===== src/rtl/alu_cmd_issuer_if.sv =====
// Command, ALU-operand and response bundle between alu_cmd_issuer and its environment.
// Macro ACC_CHAIN_EN adds the cmd_use_acc signal.
interface alu_cmd_issuer_if #(
   parameter int unsigned N = 8
);
   logic         cmd_valid;
   logic         cmd_ready;
   logic [2:0]   cmd_opcode;
   logic [N-1:0] cmd_opa;
   logic [N-1:0] cmd_opb;
`ifdef ACC_CHAIN_EN
   logic         cmd_use_acc;
`endif
   logic [N-1:0] alu_opa;
   logic [N-1:0] alu_opb;
   logic [2:0]   alu_opcode;
   logic [N-1:0] alu_out;
   logic         rsp_valid;
   logic         rsp_ready;
   logic [N-1:0] rsp_data;
   logic         rsp_zero;
   logic         rsp_err;

`ifdef ACC_CHAIN_EN
   modport master (
      input  cmd_valid, cmd_opcode, cmd_opa, cmd_opb, cmd_use_acc, alu_out, rsp_ready,
      output cmd_ready, alu_opa, alu_opb, alu_opcode, rsp_valid, rsp_data, rsp_zero, rsp_err
   );
   modport slave (
      output cmd_valid, cmd_opcode, cmd_opa, cmd_opb, cmd_use_acc, alu_out, rsp_ready,
      input  cmd_ready, alu_opa, alu_opb, alu_opcode, rsp_valid, rsp_data, rsp_zero, rsp_err
   );
`else
   modport master (
      input  cmd_valid, cmd_opcode, cmd_opa, cmd_opb, alu_out, rsp_ready,
      output cmd_ready, alu_opa, alu_opb, alu_opcode, rsp_valid, rsp_data, rsp_zero, rsp_err
   );
   modport slave (
      output cmd_valid, cmd_opcode, cmd_opa, cmd_opb, alu_out, rsp_ready,
      input  cmd_ready, alu_opa, alu_opb, alu_opcode, rsp_valid, rsp_data, rsp_zero, rsp_err
   );
`endif
endinterface


===== src/rtl/alu_cmd_issuer.sv =====
// Issues one command at a time to a combinational ALU and returns its result on a response channel.
// Optional feature macro: ACC_CHAIN_EN (operand A may come from the last good result).
module alu_cmd_issuer #(
   parameter int unsigned N = 8
) (
   input logic             clk,
   input logic             rst,
   alu_cmd_issuer_if.master bus
);

   typedef enum logic [1:0] {IDLE, EXEC, RESP} state_e;

   state_e       state_q, state_d;
   logic         cmd_ready_q, cmd_ready_d;
   logic         rsp_valid_q, rsp_valid_d;
   logic [N-1:0] alu_opa_q, alu_opa_d;
   logic [N-1:0] alu_opb_q, alu_opb_d;
   logic [2:0]   alu_opcode_q, alu_opcode_d;
   logic [N-1:0] rsp_data_q, rsp_data_d;
   logic         rsp_zero_q, rsp_zero_d;
   logic         rsp_err_q, rsp_err_d;
   logic [N-1:0] opa_src;
   logic         op_legal;

`ifdef ACC_CHAIN_EN
   logic [N-1:0] acc_q, acc_d;
   assign opa_src = bus.cmd_use_acc ? acc_q : bus.cmd_opa;
`else
   assign opa_src = bus.cmd_opa;
`endif

   assign op_legal = (bus.cmd_opcode <= 3'd4);

   always_ff @(posedge clk) begin
      if (rst) begin
         state_q      <= IDLE;
         cmd_ready_q  <= 1'b1;
         rsp_valid_q  <= 1'b0;
         alu_opa_q    <= '0;
         alu_opb_q    <= '0;
         alu_opcode_q <= '0;
         rsp_data_q   <= '0;
         rsp_zero_q   <= 1'b0;
         rsp_err_q    <= 1'b0;
      end else begin
         state_q      <= state_d;
         cmd_ready_q  <= cmd_ready_d;
         rsp_valid_q  <= rsp_valid_d;
         alu_opa_q    <= alu_opa_d;
         alu_opb_q    <= alu_opb_d;
         alu_opcode_q <= alu_opcode_d;
         rsp_data_q   <= rsp_data_d;
         rsp_zero_q   <= rsp_zero_d;
         rsp_err_q    <= rsp_err_d;
      end
   end

`ifdef ACC_CHAIN_EN
   always_ff @(posedge clk) begin
      if (rst) acc_q <= '0;
      else     acc_q <= acc_d;
   end
`endif

   always_comb begin
      state_d      = state_q;
      alu_opa_d    = alu_opa_q;
      alu_opb_d    = alu_opb_q;
      alu_opcode_d = alu_opcode_q;
      rsp_data_d   = rsp_data_q;
      rsp_zero_d   = rsp_zero_q;
      rsp_err_d    = rsp_err_q;
`ifdef ACC_CHAIN_EN
      acc_d        = acc_q;
`endif
      case (state_q)
         IDLE: begin
            if (bus.cmd_valid && cmd_ready_q) begin
               if (op_legal) begin
                  alu_opa_d    = opa_src;
                  alu_opb_d    = bus.cmd_opb;
                  alu_opcode_d = bus.cmd_opcode;
                  state_d      = EXEC;
               end else begin
                  rsp_data_d = '0;
                  rsp_zero_d = 1'b0;
                  rsp_err_d  = 1'b1;
                  state_d    = RESP;
               end
            end
         end
         EXEC: begin
            rsp_data_d = bus.alu_out;
            rsp_zero_d = (bus.alu_out == '0);
            rsp_err_d  = 1'b0;
            state_d    = RESP;
         end
         RESP: begin
            if (rsp_valid_q && bus.rsp_ready) begin
               state_d = IDLE;
`ifdef ACC_CHAIN_EN
               if (!rsp_err_q) acc_d = rsp_data_q;
`endif
            end
         end
         default: state_d = IDLE;
      endcase
      // Handshake outputs are registered copies of the next-state decode.
      cmd_ready_d = (state_d == IDLE);
      rsp_valid_d = (state_d == RESP);
   end

   assign bus.cmd_ready  = cmd_ready_q;
   assign bus.rsp_valid  = rsp_valid_q;
   assign bus.alu_opa    = alu_opa_q;
   assign bus.alu_opb    = alu_opb_q;
   assign bus.alu_opcode = alu_opcode_q;
   assign bus.rsp_data   = rsp_data_q;
   assign bus.rsp_zero   = rsp_zero_q;
   assign bus.rsp_err    = rsp_err_q;

endmodule


===== src/flat_wrapper.sv =====
// flat-port wrapper written by rule: the top's interface ports become plain ports
module alu_cmd_issuer_flat 
#(
   parameter int unsigned N = 8
)
  (clk, rst, bus_cmd_valid, bus_cmd_opcode, bus_cmd_opa, bus_cmd_opb, bus_alu_out, bus_rsp_ready, bus_cmd_ready, bus_alu_opa, bus_alu_opb, bus_alu_opcode, bus_rsp_valid, bus_rsp_data, bus_rsp_zero, bus_rsp_err);
  alu_cmd_issuer_if #(.N(N)) bus_i ();
  input logic clk;
  input logic rst;
  input wire logic [$bits(bus_i.cmd_valid)-1:0] bus_cmd_valid;
  input wire logic [$bits(bus_i.cmd_opcode)-1:0] bus_cmd_opcode;
  input wire logic [$bits(bus_i.cmd_opa)-1:0] bus_cmd_opa;
  input wire logic [$bits(bus_i.cmd_opb)-1:0] bus_cmd_opb;
  input wire logic [$bits(bus_i.alu_out)-1:0] bus_alu_out;
  input wire logic [$bits(bus_i.rsp_ready)-1:0] bus_rsp_ready;
  output wire logic [$bits(bus_i.cmd_ready)-1:0] bus_cmd_ready;
  output wire logic [$bits(bus_i.alu_opa)-1:0] bus_alu_opa;
  output wire logic [$bits(bus_i.alu_opb)-1:0] bus_alu_opb;
  output wire logic [$bits(bus_i.alu_opcode)-1:0] bus_alu_opcode;
  output wire logic [$bits(bus_i.rsp_valid)-1:0] bus_rsp_valid;
  output wire logic [$bits(bus_i.rsp_data)-1:0] bus_rsp_data;
  output wire logic [$bits(bus_i.rsp_zero)-1:0] bus_rsp_zero;
  output wire logic [$bits(bus_i.rsp_err)-1:0] bus_rsp_err;
  assign bus_i.cmd_valid = bus_cmd_valid;
  assign bus_i.cmd_opcode = bus_cmd_opcode;
  assign bus_i.cmd_opa = bus_cmd_opa;
  assign bus_i.cmd_opb = bus_cmd_opb;
  assign bus_i.alu_out = bus_alu_out;
  assign bus_i.rsp_ready = bus_rsp_ready;
  assign bus_cmd_ready = bus_i.cmd_ready;
  assign bus_alu_opa = bus_i.alu_opa;
  assign bus_alu_opb = bus_i.alu_opb;
  assign bus_alu_opcode = bus_i.alu_opcode;
  assign bus_rsp_valid = bus_i.rsp_valid;
  assign bus_rsp_data = bus_i.rsp_data;
  assign bus_rsp_zero = bus_i.rsp_zero;
  assign bus_rsp_err = bus_i.rsp_err;
  alu_cmd_issuer #(.N(N)) u_core (.clk(clk), .rst(rst), .bus(bus_i));
endmodule

===== config.mk =====
export PLATFORM = sky130hd
export DESIGN_NAME = alu_cmd_issuer_flat
export DESIGN_NICKNAME = d
export VERILOG_FILES = /design/src/rtl/alu_cmd_issuer_if.sv /design/src/rtl/alu_cmd_issuer.sv /design/src/flat_wrapper.sv
export SDC_FILE = /design/constraint.sdc
export NUM_CORES = 1
export LEC_CHECK = 0
export CORE_ASPECT_RATIO = 0.8
export CORE_MARGIN = 2
export CORE_UTILIZATION = 40
export CTS_CLUSTER_SIZE = 28
export DETAILED_ROUTE_END_ITERATION = 8
export GPL_TIMING_DRIVEN = 0
export PLACE_DENSITY = 0.78
export SLEW_MARGIN = 20
export SYNTH_ARGS = -nofsm -noshare
export SYNTH_HDL_FRONTEND = slang
export SYNTH_SLANG_ARGS = --single-unit

===== constraint.sdc =====
create_clock -name clk -period 1.5 [get_ports clk]
set_input_delay 0.3 -clock clk [delete_from_list [all_inputs] [get_ports clk]]
set_output_delay 0.3 -clock clk [all_outputs]
set_load 0.005 [all_outputs]

==> results.md, run 1 <==
* Outcome: finished clean
* Syn_nets at ~180
* Main area contributors after synthesis: dfxtp_1, mux2i_1, nand2_1, o32ai_1, nand3_1
* # port buffers at 61
* Crit path DAT at roughly 1.2 ns
* GRT Residual Overflow at 0
* Peak supply drop at 0.000784 V
* Boundary pin count at 62
* Max Cap Viol at 0
* RSZ-0062 raised after global routing: no
* Die area at approximately 3800 um^2
* Synth area leader: dfxtp_1
* Worst skew pair latency at slightly below 0.3 ns
* Post-Synthesis Cells at 144
* Tcrit/Tclk final at 97.1%
* Post-synthesis sequential area ratio at approximately half
* Fillers at around 260
* CTS Sinks at 33
* Pleak at 0.870 nW
* Most frequent cells in the layout: clkdlybuf4s50_1, nand2_1, dfxtp_1, mux2i_1, inv_1
* Worst Skew at slightly above 0.006 ns
* Maximum clock rate at ~0.69 GHz
* CP startpoint kind: flop
* CP Buf/Inv Count at 1
* DP HPWL at around 2.6 mm
* Crit. End Element: output port
* Crit path max-delay family: buffers and inverters
* Crit-path cells: clkdlybuf4s50_1
* Synth Register Bits at 33
* Global Route Usage Sum at 19.9%
* Power Density at 964 nW/um^2
* CTS root buffer: clkbuf_8
* Area growth syn-to-layout at 59.6%
* Netlist cell types at 25
* Top FF cell, synth: dfxtp_1
* Via count at around 1300
* First-pass GRT wire length at 5.70 mm
* CTS Buffer Depth at 2
* Die height at 55.7 um
* H-tree depth at 2
* Largest net degree at the start of global routing at 11
* Met1 Wirelength at around 1.6 mm
* Final Hold Vio Count at 0
* Die X at around 69 um
* Met2 wire length at between 1.5 and 2 mm
* CTS Buf Count at 5
* Most common cell after layout, fill and taps aside: clkdlybuf4s50_1
* RD Place Congestion at about 0.7
* Rows at 18
* Post-DRT Antenna Nets at 0
* Post-synth EDFFs at 0
* Initial drt markers at just over 80
* Diode count at 0
* Drt first pass iters at 4
* Vias in the first global route at 1263
* YS warnings at 0
* Syn Area/Cell at about 9.3 um^2
* Min Clock Period, post-route at between 1 and 1.5 ns
* Synth top area share at roughly half
* Starting Density at roughly 43%
* CTS clk-pin slew, worst paths at 0.07 ns
* Worst-margin pin slew at about 0.45 ns
* Met3 wire len at around 270 um
* Hold Crit Class: input port to flop
* Worst slew margin at a little over two thirds
* Core ar. at approximately 3100 um^2
* Final setup violation count at 0
* WP data required at 1.20 ns
* Max FO, Critical Path at 2
* Final slew viol count at 0
* TritonCTS clock tree: built
* Top Metal Used: met4
* CP max-delay cell: clkdlybuf4s50_1
* Hold_buf cts at 0
* # nets final at approximately 250
* Post-DR wirelength/cell at ~14 um
* Vias per cell at ~5
* Layout cells sized above 1 at about a tenth
* Final WL at between 3 and 4 mm
* Sum Neg Setup Slack at 0 ns
* Async SR Flop Fraction at 0%
* CP max stage delay at just over 0.5 ns
* Residual DRC count at 0
* Synthesized cell area at 1340 um^2
* Initial antenna violation count at 0
* CP Class: flop to output port
* Final Util at 68.2%
-- timing repair --
item	in CTS	in global routing
resized for setup	3	8
setup buffers	0	1
gates cloned	1	1
setup endpoints to repair	1	24
pin swaps	0	3
-- cell usage after synthesis (2+ instances only) --
cell type / instances
a31oi_1: 2
buf_2: 4
buf_4: 2
clkbuf_1: 4
dfxtp_1: 33
inv_1: 9
mux2i_1: 19
nand2_1: 40
nand3_1: 8
o32ai_1: 8
-- final cells by class --
class / count / area [um^2] / share of cell area (%)
flip-flops and latches: 33 / 662 / 31.0
repair buffers: 64 / 638 / 29.9
multi-input cells: 92 / 611 / 28.6
clock buffers: 7 / 86.3 / 4.04
plain buffers: 10 / 53.8 / 2.52
well taps: 40 / 50.0 / 2.34
inverters: 9 / 33.8 / 1.58
-- final timing paths --
check,slack [ns],endpoint,startpoint,cells after the start
worst max-delay path,0.04,bus_rsp_data[5],u_core.bus.rsp_data[5],1
worst min-delay path,0.32,u_core.bus.alu_opcode[2],bus_cmd_opcode[2],3
worst max register to register,0.12,u_core.bus.alu_opb[6],u_core.bus.cmd_ready,5
worst min register to register,0.46,u_core.bus.alu_opa[6],u_core.bus.alu_opa[6],2
-- kinds of logic after synthesis --
group	Yosys count	share of synthesized area, %
buf+inv	19	6.27
flops	33	49.4
simple gates	58	20.9
mux	19	14.2
compound gates	15	9.26
-- metrics by stage --
stage	worst slack, ns	hold WS, ns	cell area [um^2]	total power [mW]	instances
2_1_floorplan	0.320	0.417	1340	1.15	144
3_3_place_gp	-0.266	0.441	2000	1.37	245
3_5_place_dp	-0.318	0.451	2000	1.38	245
4_1_cts	0.00632	0.460	2100	2.06	253
5_1_grt	0.00702	0.335	2130	2.14	255
6_report	0.0433	0.317	2130	2.06	255
-- flip-flops by register name (all words and copies together), names as in the netlist --
| register | cells |
|---|---|
| u_core.bus.alu_opb | 8 |
| u_core.bus.rsp_valid | 1 |
| u_core.state_q | 2 |
| u_core.bus.rsp_data | 8 |
| u_core.bus.alu_opa | 8 |
| u_core.bus.alu_opcode | 3 |
| u_core.bus.cmd_ready | 1 |
| u_core.bus.rsp_err | 1 |
| u_core.bus.rsp_zero | 1 |
-- where the power goes --
group / leakage (nW) / switching [mW] / internal [mW] / total (mW)
logic: 0.556 / 0.161 / 0.247 / 0.408
clock network: 0.0443 / 0.309 / 0.363 / 0.672
registers: 0.269 / 0.0401 / 0.937 / 0.977
-- layer usage --
metal | track usage (%) | vias up
li1 | - | 633
met1 | 24.2 | 584
met2 | 30.4 | 44
met3 | 6.88 | 9
met4 | 10.6 | 0
met5 | 0 | -
Note: power is estimated with default switching activity, not from simulation.
==> run 2: changes to the inputs <==
--- a/config.mk
+++ b/config.mk
@@ -16,3 +16,4 @@
 export SYNTH_ARGS = -nofsm -noshare
 export SYNTH_HDL_FRONTEND = slang
 export SYNTH_SLANG_ARGS = --single-unit
+export TNS_END_PERCENT = 1
==> run 2 against run 1 <==
Against the previous run: non-clock buffer count down 2; worst setup slack worse by 0.012 ns; wire length down 2.2%; maximum frequency is 0.82% lower; critical endpoint is now u_core.bus.alu_opa[3]; die area did not move; count of clock-buffer cells in the layout did not move; combinational power down 3%.
==> results.md, run 2 (same netlist as run 1, synthesis figures left out) <==
* CP max-delay cell: clkdlybuf4s50_1
* Min Clock Period, post-route at 1.47 ns (+0.0121 ns)
* H-tree depth at 2 (unchanged)
* Diode count at 0 (unchanged)
* Initial drt markers at 68 (-18%)
* Die area at 3830 um^2 (unchanged)
* WP data required at 1.72 ns (+0.52 ns)
* RD Place Congestion at 0.717 (unchanged)
* Hold Crit Class: flop to flop
* Max Cap Viol at 0 (unchanged)
* Clock Power Share at 32.8% (about the same)
* Crit path DAT at 1.68 ns (+0.52 ns)
* Worst skew pair latency at 0.29 ns (about the same)
* CP startpoint kind: input port
* Global Route Usage Sum at 19.9% (unchanged)
* Largest net degree at the start of global routing at 11 (unchanged)
* Rows at 18 (unchanged)
* DP HPWL at 2.58 mm (unchanged)
* Peak supply drop at 0.000780 V (-0.52%)
* # nets final at 244 (-0.81%)
* GRT Residual Overflow at 0 (unchanged)
* Die X at 68.7 um (unchanged)
* CTS root buffer: clkbuf_8
* Die height at 55.7 um (unchanged)
* CTS clk-pin slew, worst paths at 0.06 ns (about the same)
* Hold_ws at 0.457 ns (+0.139 ns)
* Final setup violation count at 0 (unchanged)
* Crit path max-delay family: buffers and inverters
* CP max stage delay at 0.45 ns (-0.06 ns)
* Final slew viol count at 0 (unchanged)
* Vias in the first global route at 1263 (unchanged)
* Most common cell after layout, fill and taps aside: clkdlybuf4s50_1
* Maximum clock rate at 0.681 GHz (-0.82%)
* Area growth syn-to-layout at 56.9%
* Final WL at 3.53 mm (-2.2%)
* TritonCTS clock tree: built
* Vias per cell at 5.01 (+0.55%)
* Outcome: finished clean
* Worst-margin pin slew at 0.623 ns (+0.170 ns)
* Initial antenna violation count at 0 (unchanged)
* CTS Buf Count at 5 (unchanged)
* Core ar. at 3130 um^2 (unchanged)
* Starting Density at 42.7% (unchanged)
* Pleak at 0.822 nW (-5.5%)
* RSZ-0062 raised after global routing: yes
* Via count at 1267 (-0.24%)
* Crit-path cells: clkdlybuf4s50_1 -> o21ai_2 -> nor4b_4 -> buf_4 -> mux2i_1
* Final Hold Vio Count at 0 (unchanged)
* Internal power at 1.54 mW (-0.54%)
* Drt first pass iters at 4 (unchanged)
* Sw frac at 24.5% (-0.27 points)
* Fillers at 268 (+1.9%)
* Sequential power share at 47.8% (+0.3 points)
* CP Class: input port to flop
* Tcrit/Tclk final at 97.9% (+0.81 points)
* Post-DR wirelength/cell at 13.9 um (-1.4%)
* P_sw at 0.500 mW (-2.0%)
* Most frequent cells in the layout: clkdlybuf4s50_1, nand2_1, dfxtp_1, mux2i_1, inv_1
* First-pass GRT wire length at 5.70 mm (unchanged)
* CTS Buffer Depth at 2 (unchanged)
* CP Buf/Inv Count at 2 (+1)
* Boundary pin count at 62 (unchanged)
* Post-DRT Antenna Nets at 0 (unchanged)
* Max FO, Critical Path at 10 (+8)
* Crit. End Element: flop
* Worst slew margin at 58.3% (-12 points)
* Sum Neg Setup Slack at 0 ns (unchanged)
* CTS Sinks at 33 (unchanged)
* Comb pwr share at 19.3% (-0.5 points)
* Residual DRC count at 0 (unchanged)
* # port buffers at 61 (unchanged)
* Power Density at 972 nW/um^2 (+0.82%)
* Worst Skew at 0.00540 ns (-0.000689 ns)
* Layout cells sized above 1 at 8.92% (-1.8 points)
-- run 2: through the flow --
stage	setup WS [ns]	instance area [um^2]	total power [mW]	cells	utilization, %
finish	0.0312	2100	2.04	253	67.0
global route	-0.0721	2100	2.12	253	67.0
CTS	0.00632	2100	2.06	253	67.0
detailed placement	-0.318	2000	1.38	245	63.8
floorplan	0.320	1340	1.15	144	-
global placement	-0.266	2000	1.37	245	63.8
-- run 2: timing repair --
item / CTS / global route
endpoints found under the hold margin: 0 / 0
gates resized for setup: 3 / 0
hold buffers: 0 / 0
setup buffers: 0 / 0
cloned: 1 / 0
setup endpoints to repair: 1 / 24
-- run 2: tightest hold or removal path, cell delays in order (launching register included) --
cell and delay (ns):
dfxtp_1 0.31, nand2_1 0.05, mux2i_1 0.05
-- run 2: routing by layer --
| layer | vias up | part of all wire (%) | track usage [%] |
|---|---|---|---|
| met5 | - | 0 | 0 |
| met4 | 0 | 2.3 | 10.6 |
| met3 | 12 | 8.0 | 6.88 |
| met2 | 47 | 47 | 30.4 |
| met1 | 578 | 43 | 24.2 |
| li1 | 630 | - | - |
-- run 2: power by group through the flow --
stage	logic, mW	registers, mW	clock network [mW]
6_report	0.394	0.975	0.669
3_3_place_gp	0.379	0.986	0
3_5_place_dp	0.388	0.991	0
4_1_cts	0.398	0.974	0.684
2_1_floorplan	0.159	0.992	0
5_1_grt	0.430	0.981	0.713
-- run 2: worst paths after layout --
kind / start / to / slack, ns / depth (start not counted)
setup reg to reg: u_core.bus.cmd_ready / u_core.bus.rsp_data[0] / 0.19 / 3
hold reg to reg: u_core.bus.alu_opb[2] / u_core.bus.alu_opb[2] / 0.46 / 2
hold / removal: u_core.bus.alu_opb[2] / u_core.bus.alu_opb[2] / 0.46 / 2
setup / recovery: bus_cmd_opcode[1] / u_core.bus.alu_opa[3] / 0.03 / 5
-- run 2: cell type report --
type	instances	area, um^2	share of cell area [%]
multi-input combinational	92	602	28.7
buffer	10	50.0	2.39
sequential	33	661	31.5
tap	40	50.0	2.39
clock buffer	7	86.3	4.11
inverter	9	33.8	1.61
timing repair buffer	62	616	29.3
==> run 3: changes to the inputs <==
--- a/config.mk
+++ b/config.mk
@@ -5,6 +5,7 @@
 export SDC_FILE = /design/constraint.sdc
 export NUM_CORES = 1
 export LEC_CHECK = 0
+export CAP_MARGIN = 20
 export CORE_ASPECT_RATIO = 0.8
 export CORE_MARGIN = 2
 export CORE_UTILIZATION = 40
@@ -16,4 +17,3 @@
 export SYNTH_ARGS = -nofsm -noshare
 export SYNTH_HDL_FRONTEND = slang
 export SYNTH_SLANG_ARGS = --single-unit
-export TNS_END_PERCENT = 1
==> results of run 3 <==
The final DEF is identical to that of run 1; final timing and power are the same.
